[src/rtl/subbytes_scheduler_pkg.sv]
// Shared AES constants for the time-multiplexed SubBytes engine:
// FSM encodings, grant identifiers and GF(2^8) S-box arithmetic.
package subbytes_scheduler_pkg;

    typedef enum logic [2:0] {
        IDLE   = 3'd0,
        S_BUSY = 3'd1,
        S_DONE = 3'd2,
        K_BUSY = 3'd3,
        K_DONE = 3'd4
    } state_e;

    typedef enum logic {
        GNT_STATE = 1'b0,
        GNT_KEY   = 1'b1
    } grant_e;

    function automatic logic [7:0] gf_mul(logic [7:0] a, logic [7:0] b);
        logic [7:0] p;
        logic [7:0] x;
        p = 8'h00;
        x = a;
        for (int i = 0; i < 8; i++) begin
            if (b[i]) p = p ^ x;
            x = x[7] ? ({x[6:0], 1'b0} ^ 8'h1b) : {x[6:0], 1'b0};
        end
        return p;
    endfunction

    // Multiplicative inverse as a^254; maps 0 to 0 as AES requires.
    function automatic logic [7:0] gf_inv(logic [7:0] a);
        logic [7:0] x2, x3, x6, x12, x15, x30, x60, x120, x240;
        x2   = gf_mul(a, a);
        x3   = gf_mul(x2, a);
        x6   = gf_mul(x3, x3);
        x12  = gf_mul(x6, x6);
        x15  = gf_mul(x12, x3);
        x30  = gf_mul(x15, x15);
        x60  = gf_mul(x30, x30);
        x120 = gf_mul(x60, x60);
        x240 = gf_mul(x120, x120);
        return gf_mul(gf_mul(x240, x12), x2);
    endfunction

    function automatic logic [7:0] sbox_byte(logic [7:0] a);
        logic [7:0] i;
        i = gf_inv(a);
        return i ^ {i[6:0], i[7]} ^ {i[5:0], i[7:6]}
                 ^ {i[4:0], i[7:5]} ^ {i[3:0], i[7:4]} ^ 8'h63;
    endfunction

endpackage

[src/rtl/subbytes_scheduler_if.sv]
// Request/result handshakes of the shared SubBytes engine:
// a 128-bit state channel and a 32-bit key-word channel.
interface subbytes_scheduler_if;
    logic         st_valid;
    logic         st_ready;
    logic [127:0] st_in;
    logic         st_out_valid;
    logic         st_out_ready;
    logic [127:0] st_out;
    logic         kw_valid;
    logic         kw_ready;
    logic [31:0]  kw_in;
    logic         kw_out_valid;
    logic         kw_out_ready;
    logic [31:0]  kw_out;

    modport master (
        output st_valid, st_in, st_out_ready,
        output kw_valid, kw_in, kw_out_ready,
        input  st_ready, st_out_valid, st_out,
        input  kw_ready, kw_out_valid, kw_out
    );

    modport slave (
        input  st_valid, st_in, st_out_ready,
        input  kw_valid, kw_in, kw_out_ready,
        output st_ready, st_out_valid, st_out,
        output kw_ready, kw_out_valid, kw_out
    );
endinterface

[src/rtl/sbox.sv]
// Single AES S-box byte substitution.
// Computed as inverse plus affine map rather than a lookup table.
module sbox
    import subbytes_scheduler_pkg::*;
(
    input  logic [7:0] a,
    output logic [7:0] y
);
    assign y = sbox_byte(a);
endmodule

[src/rtl/sub_word.sv]
// 32-bit SubWord: four S-boxes side by side.
// This is the only substitution logic in the scheduler.
module sub_word (
    input  logic [31:0] din,
    output logic [31:0] dout
);
    for (genvar g = 0; g < 4; g++) begin : g_sb
        sbox u_sbox (
            .a (din[8*g +: 8]),
            .y (dout[8*g +: 8])
        );
    end
endmodule

[src/rtl/subbytes_scheduler.sv]
// Time-multiplexed SubBytes engine: one 32-bit slice shared by the
// round datapath (4 words per op) and key expansion (1 word per op).
module subbytes_scheduler
    import subbytes_scheduler_pkg::*;
(
    input  logic                  clk,
    input  logic                  rst_n,
    subbytes_scheduler_if.slave   bus,
    output logic                  busy
);
    state_e       state_q, state_d;
    grant_e       gnt_q, gnt_d;
    logic [1:0]   cnt_q, cnt_d;
    logic [127:0] st_buf_q, st_buf_d;
    logic [127:0] st_res_q, st_res_d;
    logic [31:0]  kw_buf_q, kw_buf_d;
    logic [31:0]  kw_res_q, kw_res_d;
    logic         st_vld_q, kw_vld_q, busy_q;
    logic [31:0]  sub_in, sub_out;
    logic         idle, st_acc, kw_acc;

    // Gated by rst_n so readies read 0 while reset is held.
    assign idle = rst_n & (state_q == IDLE);
    assign bus.st_ready = idle & (~bus.kw_valid | (gnt_q == GNT_KEY));
    assign bus.kw_ready = idle & (~bus.st_valid | (gnt_q == GNT_STATE));
    assign st_acc = bus.st_valid & bus.st_ready;
    assign kw_acc = bus.kw_valid & bus.kw_ready;

    assign sub_in = (state_q == K_BUSY) ? kw_buf_q
                                        : st_buf_q[{cnt_q, 5'd0} +: 32];

    sub_word u_sub_word (
        .din  (sub_in),
        .dout (sub_out)
    );

    always_comb begin
        state_d  = state_q;
        gnt_d    = gnt_q;
        cnt_d    = cnt_q;
        st_buf_d = st_buf_q;
        st_res_d = st_res_q;
        kw_buf_d = kw_buf_q;
        kw_res_d = kw_res_q;
        unique case (state_q)
            IDLE: begin
                if (st_acc) begin
                    st_buf_d = bus.st_in;
                    cnt_d    = 2'd0;
                    gnt_d    = GNT_STATE;
                    state_d  = S_BUSY;
                end else if (kw_acc) begin
                    kw_buf_d = bus.kw_in;
                    gnt_d    = GNT_KEY;
                    state_d  = K_BUSY;
                end
            end
            S_BUSY: begin
                st_res_d[{cnt_q, 5'd0} +: 32] = sub_out;
                cnt_d = cnt_q + 2'd1;
                if (cnt_q == 2'd3) state_d = S_DONE;
            end
            S_DONE: if (bus.st_out_ready) state_d = IDLE;
            K_BUSY: begin
                kw_res_d = sub_out;
                state_d  = K_DONE;
            end
            K_DONE: if (bus.kw_out_ready) state_d = IDLE;
            default: state_d = IDLE;
        endcase
    end

    always_ff @(posedge clk or negedge rst_n) begin
        if (!rst_n) begin
            state_q  <= IDLE;
            gnt_q    <= GNT_KEY;
            cnt_q    <= 2'd0;
            st_buf_q <= '0;
            st_res_q <= '0;
            kw_buf_q <= '0;
            kw_res_q <= '0;
            st_vld_q <= 1'b0;
            kw_vld_q <= 1'b0;
            busy_q   <= 1'b0;
        end else begin
            state_q  <= state_d;
            gnt_q    <= gnt_d;
            cnt_q    <= cnt_d;
            st_buf_q <= st_buf_d;
            st_res_q <= st_res_d;
            kw_buf_q <= kw_buf_d;
            kw_res_q <= kw_res_d;
            st_vld_q <= (state_d == S_DONE);
            kw_vld_q <= (state_d == K_DONE);
            busy_q   <= (state_d != IDLE);
        end
    end

    assign bus.st_out_valid = st_vld_q;
    assign bus.kw_out_valid = kw_vld_q;
    assign bus.st_out       = st_res_q;
    assign bus.kw_out       = kw_res_q;
    assign busy             = busy_q;
endmodule

[src/flat_wrapper.sv]
// flat-port wrapper written by rule: the top's interface ports become plain ports
module subbytes_scheduler_flat import subbytes_scheduler_pkg::*;
  (clk, rst_n, busy, bus_st_valid, bus_st_in, bus_st_out_ready, bus_kw_valid, bus_kw_in, bus_kw_out_ready, bus_st_ready, bus_st_out_valid, bus_st_out, bus_kw_ready, bus_kw_out_valid, bus_kw_out);
  subbytes_scheduler_if bus_i ();
  input  logic clk;
  input  logic rst_n;
  output logic busy;
  input wire logic [$bits(bus_i.st_valid)-1:0] bus_st_valid;
  input wire logic [$bits(bus_i.st_in)-1:0] bus_st_in;
  input wire logic [$bits(bus_i.st_out_ready)-1:0] bus_st_out_ready;
  input wire logic [$bits(bus_i.kw_valid)-1:0] bus_kw_valid;
  input wire logic [$bits(bus_i.kw_in)-1:0] bus_kw_in;
  input wire logic [$bits(bus_i.kw_out_ready)-1:0] bus_kw_out_ready;
  output wire logic [$bits(bus_i.st_ready)-1:0] bus_st_ready;
  output wire logic [$bits(bus_i.st_out_valid)-1:0] bus_st_out_valid;
  output wire logic [$bits(bus_i.st_out)-1:0] bus_st_out;
  output wire logic [$bits(bus_i.kw_ready)-1:0] bus_kw_ready;
  output wire logic [$bits(bus_i.kw_out_valid)-1:0] bus_kw_out_valid;
  output wire logic [$bits(bus_i.kw_out)-1:0] bus_kw_out;
  assign bus_i.st_valid = bus_st_valid;
  assign bus_i.st_in = bus_st_in;
  assign bus_i.st_out_ready = bus_st_out_ready;
  assign bus_i.kw_valid = bus_kw_valid;
  assign bus_i.kw_in = bus_kw_in;
  assign bus_i.kw_out_ready = bus_kw_out_ready;
  assign bus_st_ready = bus_i.st_ready;
  assign bus_st_out_valid = bus_i.st_out_valid;
  assign bus_st_out = bus_i.st_out;
  assign bus_kw_ready = bus_i.kw_ready;
  assign bus_kw_out_valid = bus_i.kw_out_valid;
  assign bus_kw_out = bus_i.kw_out;
  subbytes_scheduler u_core (.clk(clk), .rst_n(rst_n), .bus(bus_i), .busy(busy));
endmodule
[config.mk]
export PLATFORM = sky130hd
export DESIGN_NAME = subbytes_scheduler_flat
export DESIGN_NICKNAME = d
export VERILOG_FILES = /design/src/rtl/subbytes_scheduler_pkg.sv /design/src/rtl/subbytes_scheduler_if.sv /design/src/rtl/sbox.sv /design/src/rtl/sub_word.sv /design/src/rtl/subbytes_scheduler.sv /design/src/flat_wrapper.sv
export SDC_FILE = /design/constraint.sdc
export NUM_CORES = 2
export LEC_CHECK = 0
export CORE_MARGIN = 2
export CORE_UTILIZATION = 50
export CTS_CLUSTER_DIAMETER = 100
export DETAILED_ROUTE_END_ITERATION = 8
export MAX_ROUTING_LAYER = met4
export PLACE_DENSITY = 0.69
export SYNTH_ARGS = -nofsm -noshare
export SYNTH_HDL_FRONTEND = slang
export SYNTH_HIERARCHICAL = 1
export SYNTH_SLANG_ARGS = --single-unit
[constraint.sdc]
create_clock -name clk -period 33.3 [get_ports clk]
set_input_delay 6.66 -clock clk [delete_from_list [all_inputs] [get_ports clk]]
set_output_delay 6.66 -clock clk [all_outputs]
set_load 0.01 [all_outputs]
==> results <==
- The run finished with clean final reports.
- For the worst setup path, the data required time is 33.76 ns.
- After filler insertion, the fill cell instance count of the layout stands at 10,127.
- The detailed-routed wire length on met2 is approximately 75 mm.
- The maximum number of pins on one net before global-route repair is ~80.
- The die boundary height is around 340 µm.
- From synthesis to final layout, the design area changed by 9.63%.
- The post-route setup TNS is 0 ns.
- For this run, the total global-route usage over all layers was measured as approximately 28%.
- The number of failing hold endpoints at the final stage is 0.
- The category of the critical setup timing path is flip-flop to flip-flop.
- The via count of the first global-routing pass was approximately 45,000.
- The final period utilization is 71.8%.
- The cts-stage hold buffer count is 0.
- For the finished layout, the period the worst path requires is 23.90 ns.
- The uppermost metal layer occupied by signal nets is met4.
- At the pin with the least slew margin, the transition time is ~1.2 ns.
- For this block, the routed nets add up to 164 mm of wire.
- In the final layout, the multi-input gates occupy 47,300 µm².
- The number of nets in the layout is 6,761.
- By area the synthesized netlist is led by xnor2_1, dfrtp_1, xnor3_1.
- The area enclosed by the die boundary is 118,000 µm².
- The kind of path behind the tightest hold check is flip-flop to flip-flop.
- The overall die width is roughly 340 µm.
- The largest fanout on the critical path is 27.
- The most numerous cell type found on the critical path is xnor2_1.
- The upper clock frequency limit is 41.8 MHz.
- After synthesis the netlist holds a flip-flop and latch count of 329.
- The share of synthesized flip-flops with an asynchronous set or reset is 100%.
- The buffering stage count on the worst path with inverters included is 7.
- In this run, post-CTS repair resized a total of 0 instances.
- The synthesized area per cell is 8.89 µm².
- The share of the yosys chip area belonging to registers is 14.3%.
- The slowest stage cell on the critical path is xnor3_1.
- For the final database, setup skew stands at 0.0393 ns.
- The area of all sequential standard cells is 8240 µm².
- The delay of the slowest cell on the worst path is 0.99 ns.
- The netlist uses 104 different library cells.
- The number of levels in the clock H-tree is 2.
- xnor2_1 takes more of the synthesized area than any other cell.
- The synthesized area is 57,600 µm².
- At the placement stage, the worst setup path has a slack of around 9.8 ns.
- The critical path capture point type is a flip-flop.
- The initial core utilization is 50.4%.
- After detailed routing, the met3 layer carries ~11 mm of wire.
- The family of cells with the greatest summed delay on the critical path is XOR/XNOR gates.
- Counting flops with a built-in enable in the synthesized netlist gives 0.
- The overall via count from detail_route is 47,830.
- Setup repair after global routing left no endpoint under its margin.
- In this run the count of I/O pins placed on the die edge is 331.
- The floorplan core area is 114,000 µm².
- TritonCTS built the clock tree.
- At the worst endpoint, the arrival time is roughly 24 ns.
- The wire length the detailed router placed on met1 is 73.9 mm.
- The tree built by TritonCTS fans out to around 330 sinks.
- The final critical-path setup slack is 9.40 ns.
- TritonCTS created 39 clock buffers.
- The worst setup path is launched from a flip-flop.
- The tool flagged a number of max-cap violations equal to 0.
- The row count is 124.
- The count of buffers added on input and output ports is 330.
- The starting DRC count in detailed routing is approximately 4,300.
- The number of instances in the synthesized netlist is 6,475.
- Headroom to the max-slew limit came out at 19.9%.
- The global-route wire length before repair is 258 mm.
- Clock tree synthesis selected as its root buffer the cell clkbuf_16.
- The total overflow left after global routing is 0.
- The top cell type by area accounts for 16.6% of the synthesized area.
- The count of yosys warnings during synthesis is 6.
- After detailed routing, the number of remaining DRC violations is 0.
- Cells with a size suffix above 1 make up 12.3% of the layout.
- At the later pin of the worst-skew pair, clock insertion delay measures 0.58 ns.
- Setup violations remaining at the end of the flow were counted as 0.
- The number of nets still failing antenna checks after routing is 0.
- The global placer's final weighted congestion is 0.934.
- The average wire per standard cell is ~20 µm.
- Counting every net in the synthesized netlist gives 6,675.
- The number of iterations in the first detailed-routing pass is 7.
- Detailed placement ended at an HPWL of ~120 mm.
- The number of antenna violations at the first check in global routing was 7.
- The via count normalized by instance count is 5.90.
- The number of setup buffers added after CTS is 0.
- Clock-pin slew was measured on the worst setup and hold paths at approximately 0.060 ns.
- The maximum count of clock buffers along a single path is 3.
- The total count of max-transition violations in the final report came to 0.
- The primary flip-flop cell chosen by synthesis mapping is dfrtp_1.
worst register-to-register path: cells and delay by family, from the launching register on:
kind                     cells  cell delay [ns]
multiplexers                 4             1.52
AO/OA/AOI/OAI                4             0.89
adder cells (fa/ha/maj)      5             2.23
buffers and inverters        7             2.11
AND/OR/NAND/NOR             10             1.54
flip-flops                   1             0.74
XOR/XNOR                    36            14.73
routing by layer:
metal	global-route usage, %	vias to the layer above
met5	-	-
met4	6.27	0
met3	3.82	212
met2	43.3	1731
met1	38.1	23159
li1	-	22728
final timing paths:
path                       slack [ns]             startpoint                    end  cells past startpoint
max                              9.40        u_core/cnt_q[0]  u_core/bus.st_out[55]                     66
min                              0.48  u_core/bus.st_out[53]  u_core/bus.st_out[53]                      2
max reg2reg                      9.40        u_core/cnt_q[0]  u_core/bus.st_out[55]                     66
min reg2reg                      0.48  u_core/bus.st_out[53]  u_core/bus.st_out[53]                      2
max in group asynchronous       25.72                  rst_n        u_core/cnt_q[0]                      2
min in group asynchronous        6.00                  rst_n   u_core/bus.kw_out[5]                      1
logic make-up (layout without fill, tap and decap cells):
logic type,count (synthesis),in the layout,synth area share (%)
AO/OA/AOI/OAI,1161,1161,14.0
other,0,7,0
buffers and inverters,471,584,3.79
XOR/XNOR,1932,1932,40.6
adder cells (fa/ha/maj),34,34,0.739
multiplexers,448,448,9.69
AND/OR/NAND/NOR,2100,2100,16.9
flip-flops,329,329,14.3
placed cells by master (no fill, tap or decap), drive strengths merged, types with 46 or more instances in the layout:
cell type      count
a211oi            76
a21oi            252
nand2b            67
inv               91
and2              46
nor2             619
o22ai             77
xor2             380
mux2             260
clkdlybuf4s50    329
nand3            118
clkbuf            53
o21ai            303
and3              64
o211ai            56
mux2i            156
a31oi             49
xnor2           1220
xor3              68
buf              100
or3               52
dfrtp            328
xnor3            264
nor2b             56
nor3             132
nand2            762
state kept, by name, summed over array words and instances, names as in the netlist:
| register | flops |
|---|---|
| u_core/bus.kw_out | 32 |
| u_core/bus.kw_out_valid | 1 |
| u_core/bus.st_out | 128 |
| u_core/bus.st_out_valid | 1 |
| u_core/busy | 1 |
| u_core/cnt_q | 2 |
| u_core/gnt_q | 1 |
| u_core/kw_buf_q | 32 |
| u_core/st_buf_q | 128 |
| u_core/state_q | 3 |
cell usage after synthesis, drive strengths merged (52+ instances only):
cell / n
xnor2: 1220
nand2: 762
nor2: 619
xor2: 380
dfrtp: 328
o21ai: 303
xnor3: 264
mux2: 260
a21oi: 252
clkbuf: 193
buf: 191
mux2i: 156
nor3: 132
nand3: 118
inv: 87
o22ai: 77
a211oi: 76
xor3: 68
nand2b: 67
and3: 64
nor2b: 56
o211ai: 56
or3: 52
through the flow:
stage | instance area [µm²] | hold slack (ns) | cells | utilization (%)
final | 63100 | 0.475 | 8107 | 55.2
after global routing | 63100 | 0.506 | 8107 | 55.2
after CTS | 63100 | 0.483 | 8100 | 55.2
after detailed placement | 61800 | 0.463 | 8032 | 54.1
after global placement | 61800 | 0.461 | 8032 | 54.1
after floorplan | 57600 | 0.474 | 6475 | -
cell type report:
cell class / instances / area share [%]
multi-input cells: 5675 / 74.9
clock inverters: 15 / 0.295
clock buffers: 53 / 1.74
inverters: 87 / 0.517
well taps: 1512 / 3.00
flip-flops and latches: 329 / 13.1
repair buffers: 429 / 6.42
diodes: 7 / 0.0278
Power is not shown: default switching activity piles up to over one toggle a cycle in this logic, so the estimate is an artifact.
